===== config.mk =====
export PLATFORM = sky130hd
export DESIGN_NAME = fetch_queue
export DESIGN_NICKNAME = d
export VERILOG_FILES = /design/src/rtl/fetch_queue.sv
export SDC_FILE = /design/constraint.sdc
export NUM_CORES = 1
export LEC_CHECK = 0
export BUFFER_PORTS_ARGS = -buffer_cell sky130_fd_sc_hd__buf_2
export CAP_MARGIN = 20
export CELL_PAD_IN_SITES_DETAIL_PLACEMENT = 0
export CELL_PAD_IN_SITES_GLOBAL_PLACEMENT = 2
export CORE_MARGIN = 2
export CORE_UTILIZATION = 44
export CTS_CLUSTER_DIAMETER = 60
export DETAILED_ROUTE_END_ITERATION = 16
export PLACE_DENSITY_LB_ADDON = 0.1
export SYNTH_ARGS = -nofsm -noshare
export SYNTH_HDL_FRONTEND = slang
export SYNTH_SLANG_ARGS = --single-unit

===== constraint.sdc =====
create_clock -name clk -period 9.13 [get_ports clk]
set_clock_uncertainty 0.05 [all_clocks]
set_input_delay 2.739 -clock clk [delete_from_list [all_inputs] [get_ports clk]]
set_output_delay 2.739 -clock clk [all_outputs]
set_load 0.02 [all_outputs]

===== src/rtl/fetch_queue.sv =====
// Instruction fetch queue: AXI4 single-beat reads with epoch-tagged squashing, branch prediction redirect.
// Optional FETCH_JMP_FOLD_EN folds current-epoch I_JMP beats into a fetch redirect instead of queueing them.
module fetch_queue #(
   parameter int ADDR_W  = 15,
   parameter int DATA_W  = 32,
   parameter int OPC_W   = 6,
   parameter int DEPTH   = 4,
   parameter int MAX_OUT = 2,
   parameter int PC_STEP = 4,
   parameter logic [OPC_W-1:0] I_JMP = OPC_W'(2),
   parameter logic [OPC_W-1:0] I_BEQ = OPC_W'(4),
   parameter logic [OPC_W-1:0] I_BLT = OPC_W'(5)
) (
   input  logic              clk,
   input  logic              nrst,
   input  logic              ce,
   input  logic              take_flag,
   input  logic              redirect_valid,
   input  logic [ADDR_W-1:0] redirect_pc,
   output logic [31:0]       m_araddr,
   output logic [3:0]        m_arid,
   output logic [7:0]        m_arlen,
   output logic [2:0]        m_arsize,
   output logic [1:0]        m_arburst,
   output logic              m_arvalid,
   input  logic              m_arready,
   input  logic [DATA_W-1:0] m_rdata,
   input  logic [3:0]        m_rid,
   input  logic [1:0]        m_rresp,
   input  logic              m_rvalid,
   output logic              m_rready,
   output logic              o_valid,
   input  logic              o_ready,
   output logic [ADDR_W-1:0] o_pc,
   output logic [DATA_W-1:0] o_inst,
   output logic              o_taken,
   output logic [ADDR_W-1:0] o_target,
   output logic              o_fault
);
   localparam int PW = $clog2(DEPTH);
   localparam int CW = $clog2(DEPTH + 1);
   localparam int OW = $clog2(MAX_OUT + 1);
   localparam int SW = (MAX_OUT > 1) ? $clog2(MAX_OUT) : 1;

   logic [ADDR_W-1:0] r_pc;
   logic [2:0]        r_epoch;
   logic [OW-1:0]     r_outst;
   logic              r_ar_hold;
   logic [ADDR_W-1:0] r_ar_pc;
   logic [2:0]        r_ar_ep;
   logic [ADDR_W-1:0] r_sh [MAX_OUT];
   logic [SW-1:0]     r_sh_wp, r_sh_rp;
   logic [ADDR_W-1:0] r_f_pc    [DEPTH];
   logic [DATA_W-1:0] r_f_inst  [DEPTH];
   logic              r_f_taken [DEPTH];
   logic              r_f_fault [DEPTH];
   logic [PW-1:0]     r_wp, r_rp;
   logic [CW-1:0]     r_count;

   logic              w_issue_ok, w_ar_hs, w_cur, w_ok, w_branch, w_pred, w_fold, w_push, w_pop;
   logic [ADDR_W-1:0] w_ar_pc, w_target;
   logic [2:0]        w_ar_ep;
   logic [OPC_W-1:0]  w_opc;

   function automatic logic [SW-1:0] sh_next(input logic [SW-1:0] p);
      return (p == SW'(MAX_OUT - 1)) ? '0 : p + SW'(1);
   endfunction

   // A request that was offered but not accepted is frozen in r_ar_* until the handshake.
   assign w_issue_ok = ce && (int'(r_outst) + int'(r_count) < DEPTH) && (int'(r_outst) < MAX_OUT);
   assign m_arvalid  = nrst && (r_ar_hold || w_issue_ok);
   assign w_ar_pc    = r_ar_hold ? r_ar_pc : r_pc;
   assign w_ar_ep    = r_ar_hold ? r_ar_ep : r_epoch;
   assign m_araddr   = {{(32-ADDR_W){1'b0}}, w_ar_pc};
   assign m_arid     = {1'b0, w_ar_ep};
   assign m_arlen    = 8'd0;
   assign m_arsize   = 3'd2;
   assign m_arburst  = 2'd1;
   assign m_rready   = 1'b1;
   assign w_ar_hs    = m_arvalid && m_arready;

   assign w_cur    = m_rvalid && (m_rid == {1'b0, r_epoch});
   assign w_ok     = (m_rresp == 2'b00);
   assign w_opc    = m_rdata[DATA_W-1 -: OPC_W];
   assign w_target = m_rdata[ADDR_W-1:0];
   assign w_branch = (w_opc == I_BEQ) || (w_opc == I_BLT);
   assign w_pred   = w_cur && w_ok && take_flag && w_branch;
`ifdef FETCH_JMP_FOLD_EN
   assign w_fold   = w_cur && w_ok && (w_opc == I_JMP);
`else
   assign w_fold   = 1'b0;
`endif
   assign w_push   = w_cur && !w_fold && !redirect_valid;
   assign w_pop    = o_valid && o_ready && !redirect_valid;

   always_ff @(posedge clk) begin
      if (!nrst) begin
         r_pc      <= '0;
         r_epoch   <= '0;
         r_outst   <= '0;
         r_ar_hold <= 1'b0;
         r_ar_pc   <= '0;
         r_ar_ep   <= '0;
         r_sh_wp   <= '0;
         r_sh_rp   <= '0;
      end else begin
         if (m_arvalid && !m_arready) begin
            r_ar_hold <= 1'b1;
            r_ar_pc   <= w_ar_pc;
            r_ar_ep   <= w_ar_ep;
         end else if (w_ar_hs) begin
            r_ar_hold <= 1'b0;
         end
         // A held request from an older epoch no longer matches r_pc, so it must not advance it.
         if (redirect_valid)
            r_pc <= redirect_pc;
         else if (w_pred || w_fold)
            r_pc <= w_target;
         else if (w_ar_hs && (w_ar_ep == r_epoch))
            r_pc <= r_pc + ADDR_W'(PC_STEP);
         if (redirect_valid || w_pred || w_fold)
            r_epoch <= r_epoch + 3'd1;
         r_outst <= r_outst + OW'(w_ar_hs) - OW'(m_rvalid);
         if (w_ar_hs) r_sh_wp <= sh_next(r_sh_wp);
         if (m_rvalid) r_sh_rp <= sh_next(r_sh_rp);
      end
   end

   always_ff @(posedge clk) begin
      if (nrst && w_ar_hs) r_sh[r_sh_wp] <= w_ar_pc;
      if (nrst && w_push) begin
         r_f_pc[r_wp]    <= r_sh[r_sh_rp];
         r_f_inst[r_wp]  <= m_rdata;
         r_f_taken[r_wp] <= w_pred;
         r_f_fault[r_wp] <= !w_ok;
      end
   end

   always_ff @(posedge clk) begin
      if (!nrst || redirect_valid) begin
         r_wp    <= '0;
         r_rp    <= '0;
         r_count <= '0;
      end else begin
         if (w_push) r_wp <= r_wp + PW'(1);
         if (w_pop)  r_rp <= r_rp + PW'(1);
         r_count <= r_count + CW'(w_push) - CW'(w_pop);
      end
   end

   assign o_valid  = (r_count != '0);
   assign o_pc     = r_f_pc[r_rp];
   assign o_inst   = r_f_inst[r_rp];
   assign o_taken  = r_f_taken[r_rp];
   assign o_fault  = r_f_fault[r_rp];
   assign o_target = r_f_inst[r_rp][ADDR_W-1:0];
endmodule


# Word-level counts from Yosys, hierarchy flattened
# Memories as Yosys holds them, arrays and structs flattened. A register that Yosys moved wholly into a read port is not among the register bits.
# Index checks and enable logic that the tools add are counted.
dict set report totals {
  ff_bits 48
  latchBits 0
  ram_bits 226
  mem_bits_ro 0
  in_bits 61
  out_inout_bits 116
  word_cells 83
  n_memories 5
}
dict set report classes {
  n_addsub 11
  mul 0
  div_mod_pow 0
  magnitude_cmp 2
  eq_ne 4
  shift 0
  n_mux 23
  bitwise 0
  n_reduce_logical 27
}
# name depth word_bits rd rd_ports_with_merged_regs write_ports line_no
set memory_table {}
lappend memory_table {r_f_inst 4 32 1 1 1 54} ;# logic [DATA_W-1:0] r_f_inst [DEPTH];
lappend memory_table {r_f_pc 4 15 1 1 1 53} ;# logic [ADDR_W-1:0] r_f_pc [DEPTH];
lappend memory_table {r_sh 2 15 1 1 1 51} ;# logic [ADDR_W-1:0] r_sh [MAX_OUT];
lappend memory_table {r_f_fault 4 1 1 1 1 56} ;# logic r_f_fault [DEPTH];
lappend memory_table {r_f_taken 4 1 1 1 1 55} ;# logic r_f_taken [DEPTH];
# cell count
set op_table {}
lappend op_table {{15-bit two-way mux} 4}
lappend op_table {{2-bit two-way mux} 8}
lappend op_table {{15-bit by 3-bit adder with 15-bit output, second input constant} 1}
lappend op_table {{1-bit logical AND} 15}
lappend op_table {{6-bit by 3-bit equality test with 1-bit output, second input constant} 2}
lappend op_table {{1-bit two-way mux} 10}
lappend op_table {{3-bit nonzero test} 2}
lappend op_table {{2-bit by 1-bit adder with 2-bit output, second input constant} 2}
lappend op_table {{2-bit by 3-bit adder with 4-bit output} 1}
lappend op_table {{4-bit by 3-bit equality test with 1-bit output} 1}
lappend op_table {{1-bit zero test} 4}
lappend op_table {{1-bit logical OR} 4}
lappend op_table {{4-bit by 3-bit less-than comparator with 1-bit output, second input constant} 1}
lappend op_table {{3-bit by 1-bit adder with 3-bit output} 1}
lappend op_table {{3-bit by 1-bit adder with 3-bit output, second input constant} 1}
lappend op_table {{3-bit equality test} 1}
lappend op_table {{3-bit two-way mux} 1}
lappend op_table {{3-bit by 1-bit subtractor with 3-bit output} 1}
lappend op_table {{1-bit adder, second input constant} 2}
lappend op_table {{2-bit by 1-bit adder with 2-bit output} 1}
lappend op_table {{2-bit zero test} 1}
lappend op_table {{2-bit less-than comparator, second input constant} 1}
lappend op_table {{2-bit nonzero test} 1}
lappend op_table {{2-bit by 1-bit subtractor with 2-bit output} 1}

# Longest topological paths before layout
# Gate-level depths: netlist (run 1).
dict set report logic_depth {
  ltp_word 11
  mapped_depth 11
  ltp_nobuf 10
}

# Worst setup path after synthesis (run 1)
# No wires, ideal clock.
dict set report synth_path {
  path_kind {input to output}
  startpoint {input nrst}
  endpoint {output m_arvalid}
  t_arrival_ns 3.620
  t_required_ns 6.341
  slack_ns 2.721
  cell_stages 4
  path_buffers 3
  path_cell_list {buf_2 > clkbuf_1 > clkbuf_1 > and2_1}
}
dict set report synth_via {
  elab_chain_cells 1
}
# item line_no
set synth_lines {}
lappend synth_lines {{start: declaration} 15} ;# input logic nrst,
lappend synth_lines {{1-bit logical AND} 71} ;# assign m_arvalid = nrst && (r_ar_hold || w_issue_ok);
lappend synth_lines {{end: declaration} 25} ;# output logic m_arvalid,
# No other way between the ends.

# Final worst setup path (run 1)
dict set report layout_path {
  startpoint {input ce}
  endpoint {output m_arvalid}
}
dict set report layout_via {
  elab_chain_cells 4
}
# item line_no
set layout_lines {}
lappend layout_lines {{start: declaration} 16} ;# input logic ce,
lappend layout_lines {{1-bit logical AND (2 in a row)} 70} ;# assign w_issue_ok = ce && (int'(r_outst) + int'(r_count) < DEPTH) && (int'(r_outst) < MAX_OUT);
lappend layout_lines {{1-bit logical OR} 71}
lappend layout_lines {{1-bit logical AND} 71}
# No other way between the ends.

==> impl_metrics.yaml, run 1 <==
timing:
  tightest_slew_ns: 0.979
  setup_tns_ns: 0
  final_hold_viol_count: 0
  rsz0062_at_grt: "false"
  final-setup-viol-count: 0
  post-route-period-util_pct: 69.4
  timing.fmax_mhz: 158
  min_period_ns: 6.34
  timing.final.max_slew_violations: 0
  slew_headroom_pct: 34.6
worst_setup_path:
  crit_arrival_ns: 3.55
  path_common_cell: "buf_2"
  end_kind: "primary output"
  worstSetupStartpoint: "ce"
  slowest_delay_ns: 0.24
  cp_max_fo: 3
  start_kind: "input pin"
  r2r_start: "r_ar_hold"
  crit_required_ns: 6.34
  slowest_stage: "nor4b_4"
  path_cells: "buf_2 -> nor4b_4 -> a21o_1 -> and2_1 -> buf_2"
  worstSetupPathType: "input pin to primary output"
final_layout:
  drive_gt1_share_pct: 35.3
  fillers: 2179
  multi_input_area_sq_mm: 0.00326
  area_growth_pct: 15.6
  finalNetCount: 895
  final_cell_area_sq_mm: 0.0133
  antenna_cells: 0
  seqCellArea_sq_mm: 0.00781
  utilization_pct: 51.4
yosys:
  yosysUniqueCellTypes: 62
  synth_area_leaders: "edfxtp_1, mux4_2, dfxtp_1"
  synth-main-ff-cell: "edfxtp_1"
  synth_edf_count: 226
  avgSynthCellArea_sq_um: 16.7
  ys_warn_count: 0
  yosysSeqAreaShare_pct: 67.7
  synth_top_area_share_pct: 58.8
  yosysTopAreaCell: "edfxtp_1"
  async_flop_share_pct: 0
  ys_ff_latch: 277
  netlist_area_sq_mm: 0.0115
  netlist_instances: 689
clocking:
  htreeDepth: 1
  postCtsSetupBuffers: 0
  cts-root-buf: "clkbuf_16"
  cts_tree: "built"
  clk_pin_slew_ns: 0.06
  clock_path_buffers: 3
  cts.sinks: 277
  postCtsResizedCells: 0
  clk_latency_ns: 0.54
  cts_buffers: 29
  cts_hold_buffers: 0
global_route:
  antenna_found_initial: 0
  grt_pass1_vias: 6442
  grt_max_degree: 50
  grt_pass1_wl_mm: 37.7
  track_usage_pct: 17.6
  grt-ovfl-total: 0
route:
  met3_length_mm: 1.30
  vias: 6250
  met1_length_mm: 10.8
  totalWireLength_mm: 24.6
  highest_layer: "met4"
  avgViaCountPerCell: 5.30
  drtAntennaViolNets: 0
  drc: 0
  wl_met2_mm: 12.0
  dr.pass1.iters: 4
  drt-wirelength-per-cell_um: 20.8
  drtIter0Drc: 415
status:
  status: "completed"
placed_design:
  place_area_sq_mm: 0.0123
  dp_hpwl_mm: 15.9
  port_buffers: 144
  gp_congestion: 0.795
die:
  die-area_sq_mm: 0.0275
  start_util_pct: 44.5
  core_area_sq_mm: 0.0259
  die_y_um: 166
  die_w_um: 166
  io_pins: 177
  rows: 59
hold_path:
  hp-class: "flip-flop to flip-flop"
  min_from: "r_wp[1]"
pwr:
  peakVddDrop_mv: 0.115
  finalPower_mw: 2.73
  leakagePower_nw: 4.92
  p_per_area_mw_per_mm2: 205
run:
  drv_cap: 0
power breakdown:
part           internal [mW]  total (mW)  switching, mW
Clock                  0.726        1.18          0.458
Sequential              1.38        1.40         0.0189
Combinational         0.0515       0.141         0.0894
worst max-delay path: cells and delay by family:
kind                   cells  cell delay [ns]
AND/OR/NAND/NOR            2             0.37
buffers and inverters      2             0.24
AO/OA/AOI/OAI              1             0.20
synthesized netlist by cell type, drive strengths merged (2+ instances only):
master	n
nand2	28
and3	20
nor4b	2
a31oi	8
o211a	6
mux2i	7
clkinv	2
o31a	2
a21o	17
mux2	32
nor2	21
edfxtp	226
and2	8
xor2	3
ha	11
nand3	18
o31ai	2
nor3	2
o311ai	2
nand2b	2
a311oi	3
xnor2	17
mux4	49
o41ai	3
a211oi	10
buf	65
dfxtp	51
nand3b	2
a21oi	8
clkbuf	17
nand4	6
inv	12
conb	2
o21ai	7
or3	2
a21boi	2
and4	3
flip-flops by register name, summed over array words and instances (netlist names), named ones only:
signal,flops
r_f_inst,128
r_f_pc,60
r_sh,30
r_ar_pc,15
r_pc,15
r_f_fault,4
r_f_taken,4
r_ar_ep,3
r_count,3
r_epoch,3
r_outst,2
r_rp,2
r_wp,2
r_ar_hold,1
r_sh_rp,1
r_sh_wp,1
stage by stage:
step	setup slack [ns]	hold WS (ns)	cells
floorplan	2.72	0.419	719
global placement	2.78	0.434	1125
detailed placement	2.79	0.450	1125
CTS	2.79	0.458	1178
global route	2.75	0.483	1179
finish	2.79	0.451	1179
worst paths after layout:
path | cells past startpoint | slack (ns) | to
setup / recovery | 5 | 2.79 | m_arvalid
hold / removal | 2 | 0.45 | r_wp[1]
setup reg to reg | 5 | 6.32 | r_pc[11]
hold reg to reg | 2 | 0.45 | r_wp[1]
cells in the final DEF (no fill, tap or decap), types with 6 or more instances in the layout:
master,instances
a211oi_1,7
a21o_1,17
a21oi_1,7
a31oi_1,8
and3_1,20
buf_2,144
buf_4,9
clkbuf_1,11
clkbuf_16,29
clkbuf_8,7
conb_1,32
dfxtp_1,49
edfxtp_1,226
ha_1,11
inv_1,12
mux2_2,32
mux2i_1,7
mux4_2,49
nand2_1,27
nand3_1,17
nand4_1,6
nor2_1,21
o211a_1,6
o21ai_0,7
xnor2_1,17
routing by layer:
layer	vias to the layer above	global-route usage [%]
met1	3141	23.8
met2	212	29.6
met5	-	0
met3	34	3.12
met4	0	4.54
li1	2863	-
area by class of cell:
type	instances	area share [%]
sequential	277	58.6
multi-input combinational	346	24.4
timing repair buffer	154	6.12
clock buffer	47	6.48
clock inverter	6	0.817
tap	335	3.14
inverter	14	0.404
kinds of logic after synthesis:
kind of cell,count (synthesis),synth area share [%]
multiplexers,88,13.3
adder cells (fa/ha/maj),12,1.37
XOR/XNOR,20,1.52
flip-flops,277,67.7
buffers and inverters,96,5.08
AND/OR/NAND/NOR,120,5.79
AO/OA/AOI/OAI,74,5.18
other,2,0.0651
(Power assumes the default switching activity.)
==> run 2: changes to the inputs <==
CORE_UTILIZATION = 41   (was 44)
clock period = 6.1 ns   (was 9.13 ns; I/O delays follow)
==> impl_metrics.yaml, run 2 (synthesis gave the netlist of run 1 again) <==
status:
  status: "completed"
final_layout:
  largest_reg_flops: 128
  largestRegisters: "r_f_inst x128, r_f_pc x60, r_sh x30"
  mostFrequentLayoutCells: "edfxtp_1, buf_2, mux4_2, dfxtp_1"
  drive_gt1_share_pct: 36.1
  antenna_cells: 0
  final_common_cell: "edfxtp_1"
  top_register: "r_f_inst"
  finalNetCount: 896
  instances_no_fill: 1224
  area_growth_pct: 15.7
global_route:
  track_usage_pct: 17.3
  grt-ovfl-total: 0
  grt_pass1_vias: 6244
  grt_max_degree: 50
  grt_pass1_wl_mm: 38.0
  antenna_found_initial: 0
timing:
  min_period_ns: 4.54
  final_hold_viol_count: 0
  timing.final.max_slew_violations: 0
  setup_tns_ns: 0
  timing.fmax_mhz: 220
  slew_headroom_pct: 31.5
  post-route-period-util_pct: 74.5
  tightest_slew_ns: 1.03
  final-setup-viol-count: 0
  rsz0062_at_grt: "false"
pwr:
  peakVddDrop_mv: 0.184
  p_per_area_mw_per_mm2: 299
  internal_power_mw: 3.12
  finalPower_mw: 3.99
  switching_share_pct: 21.8
  seq_power_share_pct: 52.7
  leakagePower_nw: 4.91
  combPwrFrac_pct: 5.3
  clockPowerShare_pct: 42.0
  p_switching_mw: 0.870
placed_design:
  gp_congestion: 0.746
  placedCellCount: 1169
  dp_hpwl_mm: 16.4
  port_buffers: 144
route:
  drc: 0
  vias: 6255
  met3_length_mm: 1.23
  drt-wirelength-per-cell_um: 20.7
  drtIter0Drc: 406
  highest_layer: "met4"
  met1_length_mm: 11.5
  wl_met2_mm: 12.4
  avgViaCountPerCell: 5.11
  dr.pass1.iters: 4
  totalWireLength_mm: 25.4
  drtAntennaViolNets: 0
worst_setup_path:
  crit_arrival_ns: 2.66
  end_kind: "primary output"
  cp_max_fo: 3
  reg2reg_depth: 5
  worstSetupPathType: "input pin to primary output"
  start_kind: "input pin"
  crit_required_ns: 4.22
die:
  core_area_sq_mm: 0.0277
  die_w_um: 172
  io_pins: 177
  rows: 61
  start_util_pct: 41.6
  die-area_sq_mm: 0.0295
  die_y_um: 172
run:
  drv_cap: 0
hold_path:
  hp-class: "flip-flop to flip-flop"
  hold_depth: 2
clocking:
  cts_hold_buffers: 0
  clock_path_buffers: 3
  postCtsResizedCells: 0
  cts.sinks: 277
  clk_pin_slew_ns: 0.06
  clk_latency_ns: 0.54
  htreeDepth: 1
  cts_tree: "built"
  cts-root-buf: "clkbuf_16"
  cts_buffers: 29
  postCtsSetupBuffers: 0
-- run 2: changes by cell type in the layout (fill, tap and decap cells not counted), sizes merged --
cell      before  now
clkbuf        47   33
clkinv         5   17
clkinvlp       0    3
buf          154  155
bufinv         3    2
inv           12   13
-- run 2: worst max-delay path: stages --
cell and delay (ns):
buf_2 0.08, nor4b_4 0.25, a21o_1 0.21, and2_1 0.13
buf_2 0.16
-- run 2: power groups by stage --
stage / clock network [mW] / registers, mW / logic, mW
after global routing: 1.81 / 2.11 / 0.232
final: 1.68 / 2.10 / 0.212
after detailed placement: 0 / 2.14 / 0.213
after CTS: 1.73 / 2.10 / 0.214
after floorplan: 0 / 2.13 / 0.159
after global placement: 0 / 2.14 / 0.207
-- run 2: final cells by class --
| class | instances | area [sq um] |
|---|---|---|
| multi-input combinational | 346 | 3260 |
| clock inverter | 21 | 174 |
| inverter | 14 | 53.8 |
| tap | 378 | 473 |
| fill | 2402 | 14400 |
| sequential | 277 | 7810 |
| timing repair buffer | 155 | 823 |
| clock buffer | 33 | 751 |
-- run 2: per-layer routing --
layer  GRT usage [%]  vias to the layer above
li1                -                     2872
met1            24.5                     3174
met2            28.5                      188
met3            2.55                       21
met4            3.35                        0
met5               0                        -
-- run 2: through the flow --
step / utilization (%) / setup slack [ns] / instance area [sq um] / hold WS, ns
floorplan: - / 1.51 / 11600 / 0.419
global placement: 44.7 / 1.58 / 12400 / 0.434
detailed placement: 44.7 / 1.56 / 12400 / 0.446
CTS: 48.1 / 1.55 / 13300 / 0.454
global route: 48.2 / 1.48 / 13300 / 0.490
finish: 48.2 / 1.56 / 13300 / 0.455
-- run 2: final timing paths --
check,from,endpoint,slack [ns]
min reg2reg,r_wp[1],r_wp[1],0.46
max,ce,m_arvalid,1.56
min,r_wp[1],r_wp[1],0.46
max reg2reg,r_ar_hold,r_pc[11],3.27
